--- config.mk ---
export PLATFORM = sky130hd
export DESIGN_NAME = traffic_lamp_monitor
export DESIGN_NICKNAME = d
export VERILOG_FILES = /design/src/rtl/traffic_mon_pkg.sv /design/src/rtl/lamp_dir_checker.sv /design/src/rtl/traffic_lamp_monitor.sv
export SDC_FILE = /design/constraint.sdc
export NUM_CORES = 1
export LEC_CHECK = 0
export CAP_MARGIN = 25
export CELL_PAD_IN_SITES_DETAIL_PLACEMENT = 0
export CELL_PAD_IN_SITES_GLOBAL_PLACEMENT = 2
export CORE_ASPECT_RATIO = 0.6
export CORE_UTILIZATION = 39
export CTS_BUF_LIST = sky130_fd_sc_hd__clkbuf_16
export DETAILED_ROUTE_END_ITERATION = 10
export GPL_TIMING_DRIVEN = 0
export HOLD_SLACK_MARGIN = 0.08
export MAX_ROUTING_LAYER = met4
export PLACE_DENSITY = 0.94
export RECOVER_POWER = 50
export SKIP_CTS_REPAIR_TIMING = 1
export SYNTH_ARGS = -nofsm -noshare
export SYNTH_HDL_FRONTEND = slang
export SYNTH_SLANG_ARGS = --single-unit
--- constraint.sdc ---
create_clock -name CK -period 8 [get_ports CK]
set_input_delay 1.2 -clock CK [delete_from_list [all_inputs] [get_ports CK]]
set_output_delay 1.2 -clock CK [all_outputs]
set_load 0.01 [all_outputs]
--- src/rtl/traffic_mon_pkg.sv ---
// Shared types and constants for the traffic-lamp safety monitor.
package traffic_mon_pkg;

  typedef enum logic [1:0] {ST_SYNC, ST_GRN, ST_YLW, ST_RED} lamp_state_e;
  typedef enum logic [2:0] {LC_DARK, LC_GRN, LC_YLW, LC_RED, LC_BAD} lamp_code_e;

  localparam logic [2:0] LAMP_GRN  = 3'b100;
  localparam logic [2:0] LAMP_YLW  = 3'b010;
  localparam logic [2:0] LAMP_RED  = 3'b001;
  localparam logic [2:0] LAMP_DARK = 3'b000;

  localparam logic [2:0] FC_NONE     = 3'd0;
  localparam logic [2:0] FC_CONFLICT = 3'd1;
  localparam logic [2:0] FC_ILLEGAL  = 3'd2;
  localparam logic [2:0] FC_SEQUENCE = 3'd3;
  localparam logic [2:0] FC_SHORT    = 3'd4;
  localparam logic [2:0] FC_DWELL    = 3'd5;

  typedef struct packed {
    logic illegal;
    logic seq;
    logic short_ylw;
    logic timeout;
    logic rg;
  } dir_flags_t;

  function automatic lamp_code_e lamp_decode(input logic [2:0] gyr);
    case (gyr)
      LAMP_GRN:  return LC_GRN;
      LAMP_YLW:  return LC_YLW;
      LAMP_RED:  return LC_RED;
      LAMP_DARK: return LC_DARK;
      default:   return LC_BAD;
    endcase
  endfunction

  function automatic logic [2:0] dir_fault_code(input dir_flags_t f);
    if (f.illegal)   return FC_ILLEGAL;
    if (f.seq)       return FC_SEQUENCE;
    if (f.short_ylw) return FC_SHORT;
    if (f.timeout)   return FC_DWELL;
    return FC_NONE;
  endfunction

endpackage

--- src/rtl/lamp_dir_checker.sv ---
// One direction's lamp decode, phase FSM and dwell counter.
module lamp_dir_checker
  import traffic_mon_pkg::*;
#(
  parameter int MIN_YLW   = 3,
  parameter int MAX_DWELL = 255,
  parameter int CW        = 8
) (
  input  logic       ck_i,
  input  logic       clr_i,
  input  logic       vld_i,
  input  logic       fm_i,
  input  logic [2:0] gyr_i,
  output dir_flags_t flags_o,
  output logic       go_o
);

  localparam logic [CW-1:0] DW_MAX  = CW'(MAX_DWELL);
  localparam logic [CW-1:0] YLW_MIN = CW'(MIN_YLW - 1);

  lamp_state_e   state_q, state_d, new_st;
  lamp_code_e    code;
  logic [CW-1:0] dwell_q, dwell_d;
  logic          legal_step;

  always_comb begin
    code = lamp_decode(gyr_i);
    case (code)
      LC_GRN:  new_st = ST_GRN;
      LC_YLW:  new_st = ST_YLW;
      LC_RED:  new_st = ST_RED;
      default: new_st = ST_SYNC;
    endcase
    legal_step = (state_q == ST_GRN && new_st == ST_YLW) ||
                 (state_q == ST_YLW && new_st == ST_RED) ||
                 (state_q == ST_RED && new_st == ST_GRN);

    state_d = state_q;
    dwell_d = '0;
    flags_o = '0;
    if (!vld_i) begin
      state_d = ST_SYNC;
    end else if (code == LC_BAD || code == LC_DARK) begin
      // Dark is tolerated while flashing; a bad pattern never is.
      flags_o.illegal = (code == LC_BAD) || !fm_i;
      state_d         = ST_SYNC;
    end else if (fm_i || state_q == ST_SYNC) begin
      state_d = fm_i ? ST_SYNC : new_st;
    end else if (new_st == state_q) begin
      dwell_d         = (dwell_q == DW_MAX) ? dwell_q : dwell_q + 1'b1;
      flags_o.timeout = (state_q != ST_RED) && (dwell_d == DW_MAX);
    end else begin
      state_d           = new_st;
      flags_o.seq       = !legal_step;
      flags_o.short_ylw = (state_q == ST_YLW) && (new_st == ST_RED) && (dwell_q < YLW_MIN);
      flags_o.rg        = (state_q == ST_RED) && (new_st == ST_GRN);
    end
    go_o = vld_i && (code == LC_GRN || code == LC_YLW);
  end

  always_ff @(posedge ck_i or posedge clr_i) begin
    if (clr_i) begin
      state_q <= ST_SYNC;
      dwell_q <= '0;
    end else begin
      state_q <= state_d;
      dwell_q <= dwell_d;
    end
  end

endmodule

--- src/rtl/traffic_lamp_monitor.sv ---
// Two-stage lamp safety monitor: sample, check both directions, latch first fault.
module traffic_lamp_monitor
  import traffic_mon_pkg::*;
#(
  parameter int MIN_YLW   = 3,
  parameter int MAX_DWELL = 255,
  parameter int CW        = 8
) (
  input  logic          CK,
  input  logic          CLR,
  input  logic          FM,
  input  logic          GRN1,
  input  logic          YLW1,
  input  logic          RED1,
  input  logic          GRN2,
  input  logic          YLW2,
  input  logic          RED2,
  input  logic          ACK,
  output logic          FAULT,
  output logic [2:0]    FCODE,
  output logic          FDIR,
  output logic [CW-1:0] CYCLES
);

  localparam int NUM_DIRS = 2;

  logic [NUM_DIRS-1:0][2:0] lamps_q;
  logic                     fm_q, vld_q;
  dir_flags_t [NUM_DIRS-1:0] flags;
  logic [NUM_DIRS-1:0]      go;

  logic          fault_q, fault_d, fdir_q, fdir_d, new_dir;
  logic [2:0]    fcode_q, fcode_d, new_code, code1, code2;
  logic [CW-1:0] cycles_q, cycles_d;
  logic          unused_rg2;

  for (genvar d = 0; d < NUM_DIRS; d++) begin : g_dir
    lamp_dir_checker #(
      .MIN_YLW  (MIN_YLW),
      .MAX_DWELL(MAX_DWELL),
      .CW       (CW)
    ) u_dir (
      .ck_i   (CK),
      .clr_i  (CLR),
      .vld_i  (vld_q),
      .fm_i   (fm_q),
      .gyr_i  (lamps_q[d]),
      .flags_o(flags[d]),
      .go_o   (go[d])
    );
  end

  assign unused_rg2 = flags[1].rg;

  always_comb begin
    code1    = dir_fault_code(flags[0]);
    code2    = dir_fault_code(flags[1]);
    new_code = FC_NONE;
    new_dir  = 1'b0;
    if (&go) begin
      new_code = FC_CONFLICT;
    end else if (code1 != FC_NONE && (code2 == FC_NONE || code1 <= code2)) begin
      new_code = code1;
    end else if (code2 != FC_NONE) begin
      new_code = code2;
      new_dir  = 1'b1;
    end

    fault_d = fault_q;
    fcode_d = fcode_q;
    fdir_d  = fdir_q;
    // An acknowledge opens the latch, so a fault in the same cycle is captured.
    if (new_code != FC_NONE && (!fault_q || ACK)) begin
      fault_d = 1'b1;
      fcode_d = new_code;
      fdir_d  = new_dir;
    end else if (ACK) begin
      fault_d = 1'b0;
      fcode_d = FC_NONE;
      fdir_d  = 1'b0;
    end
    cycles_d = cycles_q + CW'(flags[0].rg);
  end

  always_ff @(posedge CK or posedge CLR) begin
    if (CLR) begin
      lamps_q  <= '0;
      fm_q     <= 1'b0;
      vld_q    <= 1'b0;
      fault_q  <= 1'b0;
      fcode_q  <= FC_NONE;
      fdir_q   <= 1'b0;
      cycles_q <= '0;
    end else begin
      lamps_q  <= {{GRN2, YLW2, RED2}, {GRN1, YLW1, RED1}};
      fm_q     <= FM;
      vld_q    <= 1'b1;
      fault_q  <= fault_d;
      fcode_q  <= fcode_d;
      fdir_q   <= fdir_d;
      cycles_q <= cycles_d;
    end
  end

  assign FAULT  = fault_q;
  assign FCODE  = fcode_q;
  assign FDIR   = fdir_q;
  assign CYCLES = cycles_q;

endmodule

### Word-level counts from Yosys, hierarchy flattened

Index checks and enable logic that the tools add are counted.

* reduce and logical (&&, ||, !) cells: 44
* equality and inequality tests: 36
* muxes and demuxes: 85
* add/subtract/negate cells: 3
* order comparisons: 3

Operators by type and width (number)
* $mux W8: 10
* $mux W3: 21
* $eq A8 B8 Y1 const B: 4
* $mux W1: 32
* $mux W2: 12
* $pmux W3 S4: 2
* $eq A3 B2 Y1 const B: 6
* $add A8 B1 Y8 const B: 2
* $eq A2 B2 Y1 const B: 8
* $lt A8 B2 Y1 const B: 2
* $mux W4: 4
* $logic_not A3 Y1: 5
* $logic_and A1 B1 Y1: 14
* $logic_or A1 B1 Y1: 14
* $eq A3 B1 Y1 const B: 4
* $eq A3 B3 Y1 const B: 4
* $pmux W2 S3: 2
* $mux W5: 2
* $reduce_bool A3 Y1: 3
* $add A8 B1 Y8: 1
* $eq A2 B1 Y1 const B: 4
* $ne A4 B2 Y1 const B: 2
* $eq A2 B2 Y1: 2
* $logic_not A1 Y1: 4
* 5 further kinds: 7

* output and inout bits: 13
* register bits: 41
* word-level logic and storage cells: 183
* bits of input ports: 10

### Logic depth before layout (Yosys ltp)

* word-level depth: 32
* gate-level depth with buffers: 14
* depth with buffers taken out: 14

### Modules after synthesis

From an unflattened synthesis, not the netlist that was laid out.

* cells, all modules: 264
* area, all modules: 2578.7 µm²

By module, submodules not included
* lamp_dir_checker: seq. area each 250.2 µm², cells an instance 91, times used 2, area each 805.8 µm²
* traffic_lamp_monitor: seq. area each 525.5 µm², cells an instance 82, times used 1, area each 967.2 µm²

### Worst setup path before layout

No wires, ideal clock.

* kind: flip-flop to flip-flop
* from: register g_dir[0].u_dir.dwell_q[0]
* to: register fcode_q[1] (netlist: FCODE[1])
* slack: 5125 ps
* setup time: 76 ps
* path buffers: 0
* stages on the path, launching flop included: 14
* arrival time: 2799 ps
* required time: 7924 ps
* clock period less this slack: 2875 ps
* path through: dfrtp_1 ha_1 nand3_1 and4_4 a2111o_1 o32ai_2 inv_1 ha_1 nor2b_1 o21ai_0 a32oi_1 nand2_1 a221o_2 o21ai_1

* word-level cells in the longest chain between the ends: 24
* elaborated cells on any way between the ends: 35
* those cells by class: 1 x add/sub; 2 x order compare; 2 x eq/ne; 22 x mux; 8 x reduce/logical

Ends and longest elaborated chain
* start: declaration: line lamp_dir_checker.sv:23 `logic [CW-1:0] dwell_q, dwell_d;`
* start signal: assignment: line lamp_dir_checker.sv:67 `dwell_q <= dwell_d;`
* $add A8 B1 Y8 or $eq A8 B8 Y1 (tied branches): line lamp_dir_checker.sv:50 `dwell_d = (dwell_q == DW_MAX) ? dwell_q : dwell_q + 1'b1;`
* $mux W8: line lamp_dir_checker.sv:50
* $eq A8 B8 Y1: line lamp_dir_checker.sv:51 `flags_o.timeout = (state_q != ST_RED) && (dwell_d == DW_MAX);`
* $logic_and A1 B1 Y1: line lamp_dir_checker.sv:51
* $mux W1: line lamp_dir_checker.sv:49 `end else if (new_st == state_q) begin`
* $mux W4 *: line lamp_dir_checker.sv:47 `end else if (fm_i || state_q == ST_SYNC) begin`
* $mux W4 *: line lamp_dir_checker.sv:43 `end else if (code == LC_BAD || code == LC_DARK) begin`
* $mux W5 *: line lamp_dir_checker.sv:41 `if (!vld_i) begin`
* [... 8 more ...]
* $le A3 B3 Y1: line traffic_lamp_monitor.sv:62 `end else if (code1 != FC_NONE && (code2 == FC_NONE || code1 <= code2)) begin`
* $logic_or A1 B1 Y1: line traffic_lamp_monitor.sv:62
* $logic_and A1 B1 Y1: line traffic_lamp_monitor.sv:62
* $mux W3 *: line traffic_lamp_monitor.sv:62
* $mux W3 *: line traffic_lamp_monitor.sv:60 `if (&go) begin`
* $reduce_bool A3 Y1: line traffic_lamp_monitor.sv:73 `if (new_code != FC_NONE && (!fault_q || ACK)) begin`
* $logic_and A1 B1 Y1: line traffic_lamp_monitor.sv:73
* $mux W3 or $reduce_bool A2 Y1 (tied branches)
* end signal: assignment: line traffic_lamp_monitor.sv:99 `fcode_q <= fcode_d;`
* end: declaration: line traffic_lamp_monitor.sv:33 `logic [2:0] fcode_q, fcode_d, new_code, code1, code2;`

Mark *: on every way between the ends. The rest lies on a longest branch, timed or not. The select of a mux whose other input is x is not followed.
A chain may end at the register's enable or synchronous reset.

### Worst setup path in the final report

* from: register g_dir[0].u_dir.state_q[1]
* to: register fcode_q[0] (netlist: FCODE[0])

* word-level cells in the longest chain between the ends: 24
* elaborated cells on any way between the ends: 46
* those cells by class: 1 x order compare; 5 x eq/ne; 24 x mux; 16 x reduce/logical

Ends and longest elaborated chain
* start: declaration: line lamp_dir_checker.sv:21 `lamp_state_e state_q, state_d, new_st;`
* start signal: assignment: line lamp_dir_checker.sv:66 `state_q <= state_d;`
* $eq A2 B1 Y1 or $eq A2 B2 Y1 (tied branches): line lamp_dir_checker.sv:34, lamp_dir_checker.sv:35, lamp_dir_checker.sv:55
* $logic_and A1 B1 Y1, on equally long branches: line lamp_dir_checker.sv:34, lamp_dir_checker.sv:35, lamp_dir_checker.sv:55
* $logic_or A1 B1 Y1: line lamp_dir_checker.sv:34 `legal_step = (state_q == ST_GRN && new_st == ST_YLW) ||`
* $logic_or A1 B1 Y1: line lamp_dir_checker.sv:35 `(state_q == ST_YLW && new_st == ST_RED) ||`
* $logic_not A1 Y1: line lamp_dir_checker.sv:54 `flags_o.seq = !legal_step;`
* $mux W2: line lamp_dir_checker.sv:49
* $mux W4 *: line lamp_dir_checker.sv:47
* $mux W4 *: line lamp_dir_checker.sv:43
* [... 8 more ...]
* $le A3 B3 Y1: line traffic_lamp_monitor.sv:62
* $logic_or A1 B1 Y1: line traffic_lamp_monitor.sv:62
* $logic_and A1 B1 Y1: line traffic_lamp_monitor.sv:62
* $mux W3 *: line traffic_lamp_monitor.sv:62
* $mux W3 *: line traffic_lamp_monitor.sv:60
* $reduce_bool A3 Y1: line traffic_lamp_monitor.sv:73
* $logic_and A1 B1 Y1: line traffic_lamp_monitor.sv:73
* $mux W3 or $reduce_bool A2 Y1 (tied branches)

Marks and branches as above.

==> results by group <==
Outcome
  • Status: complete, but fails checks
  • Violated checks: max-capacitance violations, max-slew violations

Critical path
  • Critical path arrival: 3620 ps
  • Launching point of the worst reg2reg path: g_dir[0].u_dir.state_q[1]
  • Worst setup EP type: register
  • Max FO, Critical Path: 9
  • Critical path class: reg2reg
  • Crit path from: g_dir[0].u_dir.state_q[1]
  • CP required: 8190 ps
  • Setup crit start kind: register

Timing
  • Peak Freq: 291 MHz
  • Period utilisation layout: 0.429
  • Setup TNS: 0 ps
  • Skew final: 6.72 ps
  • Final setup viols: 0
  • Slew Limit Headroom: -0.0447
  • Final worst path period need: 3430 ps
  • Slack of the critical path: 4570 ps
  • Worst-margin pin slew: 1570 ps
  • Pins Over Slew Limit: 42
  • Final hold violation count: 0
  • Worst hold margin: 482 ps
  • RSZ-0062 raised after global routing: false

Min path
  • Hold Crit Class: reg2reg
  • Hold Startpoint: CYCLES[7]

Floorplanning
  • Initial Util: 0.415
  • Die width: 107 um
  • Floorplan row count: 22
  • Die ar.: 6990 um^2
  • Core area: 6250 um^2
  • Die height: 65.2 um
  • I/O Pins: 23

Synth
  • Top cells by count, synth: 41 x dfrtp_1, 19 x nor2_1, 15 x nand3_1, 14 x nand2_1, 12 x a21oi_1
  • Post-synth ARST share: 1.00
  • Mean Syn Cell Area: 9.53 um^2
  • Number of synthesized flops with an enable pin: 0
  • Synth Flop Type: dfrtp_1
  • Post-synthesis sequential area ratio: 0.396
  • Syn Std Cell Area: 2590 um^2
  • Area contributors post-synth: dfrtp_1 40%, ha_1 3.4%, xnor2_1 3.0%
  • Count leader, synth: dfrtp_1
  • Synth Register Bits: 41
  • Yosys top cell area share: 0.396
  • Cell taking the most area after synthesis: dfrtp_1
  • Post-synthesis cell count: 272
  • Count of cell types in the netlist: 62
  • Synthesis warning total: 0
  • Post-Synthesis Net Count: 289

Global routing
  • Initial antenna violation count: 0
  • Total gr overflow: 0
  • Number of global-route vias before repair: 1863
  • Largest net degree at the start of global routing: 42
  • First-pass GRT wire length: 9420 um
  • GRT Total Usage: 0.178

Detailed routing
  • Drt initial violations: 74
  • Drt pass-1 iters: 4
  • Vias: 2085
  • Routed Antenna Nets: 0
  • DRC viols: 0
  • DR vias/cell: 5.40
  • Drt total wl: 5450 um
  • DR WL/cell: 14.1 um

Placed design
  • Dpl hpwl: 3900 um
  • Placement Setup Slack: 4690 ps
  • Global placement routability congestion: 0.792
  • # port buffers: 22

Finish
  • Antenna cells: 0
  • Fin nets: 318
  • Synth-to-Final Area Change: 17.5%
  • Share of layout cells above drive strength 1: 0.126

Clock network
  • CTS tree: done
  • Longest Clk Path Bufs: 2
  • H-tree depth: 2
  • Clock insertion delay at the later pin of the skew report: 290 ps
  • Num CTS Buffers: 5
  • Clock tree sinks: 41
  • CTS Root Cell: clkbuf_16
  • Clock transition at path regs: 60 ps

Power
  • Leakage power: 1.25 nW
  • Worst vdd ir: 0.101 mV
  • Power density over the cells: 153 nW/um^2

Flow run
  • Max Cap Viol: 1
registers in the layout, summed over array words and instances (netlist names):
name and cells:
g_dir.u_dir.dwell_q 16, CYCLES 8, lamps_q 6, g_dir.u_dir.state_q 4, FCODE 3, FAULT 1, FDIR 1, fm_q 1
vld_q 1
metal layers:
metal,track usage,up-vias,wire (um)
li1,-,1057,-
met1,0.269,972,3090
met2,0.234,51,2040
met3,0.0417,5,279
met4,0.0462,0,42
met5,-,-,0
critical path: stages (launching register included):
cell	delay (ps)
dfrtp_1	320
clkbuf_1	300
nor3b_1	380
nand3b_1	170
a2111o_1	510
o32ai_2	350
inv_1	80
ha_1	180
nor2b_1	100
o21ai_0	80
a32oi_1	230
inv_1	130
o21ai_1	160
o31ai_1	120
o31ai_1	210
per-stage QoR:
stage               utilization  cell area, um^2  instances  power, mW
finish                    0.488             3050        386      0.466
detailed placement        0.467             2920        378      0.272
global placement          0.467             2920        378      0.271
floorplan                     -             2590        272      0.254
global route              0.488             3050        386      0.489
CTS                       0.490             3060        386      0.475
final timing paths:
check	endpoint	slack, ps	cells after the start
min in group asynchronous	CYCLES[2]	1830	2
worst min-delay path	CYCLES[7]	480	1
max in group asynchronous	FCODE[1]	5250	2
worst min register to register	CYCLES[7]	480	1
worst max register to register	FCODE[0]	4570	14
worst max-delay path	FCODE[0]	4570	14
where the power goes:
part	leakage, nW	switching [mW]	internal (mW)
logic	0.635	0.0267	0.0229
registers	0.547	0.00429	0.213
clock network	0.0702	0.0830	0.116
total	1.25	0.114	0.352
kinds of logic (layout without fill, tap and decap cells):
kind of cell	count (synthesis)	in the layout	synth area share
XOR/XNOR	14	14	0.0473
AND/OR/NAND/NOR	115	115	0.264
AO/OA/AOI/OAI	57	57	0.162
multiplexers	7	7	0.0285
buffers and inverters	28	58	0.0603
flip-flops	41	41	0.396
other	1	1	0.00145
adder cells (fa/ha/maj)	9	9	0.0415
final cells by class:
type	count	area, um^2
Sequential cell	41	1030
Fill cell	583	3200
Clock buffer	5	125
Buffer	17	103
Inverter	11	41.3
Tap cell	84	105
Clock inverter	3	21.3
Timing Repair Buffer	22	220
Multi-Input combinational cell	203	1410
cell usage in the layout (no fill, tap or decap), types with 5 or more instances in the layout:
master and instances:
dlygate4sd3_1 8, dfrtp_1 41, nor2b_1 6, clkdlybuf4s50_1 14, nor3b_1 8, nand3b_1 5
nor3_1 8, ha_1 7, nand2_1 14, nand4_1 6, xor2_1 5, a21oi_1 12
o21ai_0 8, nand3_1 15, nand2b_1 5, clkbuf_16 5, buf_2 7, clkbuf_1 5
mux2i_1 6, inv_1 11, nor4_1 8, xnor2_1 9, a31oi_1 5, nor2_1 19
Power figures use the tool's default switching activity.
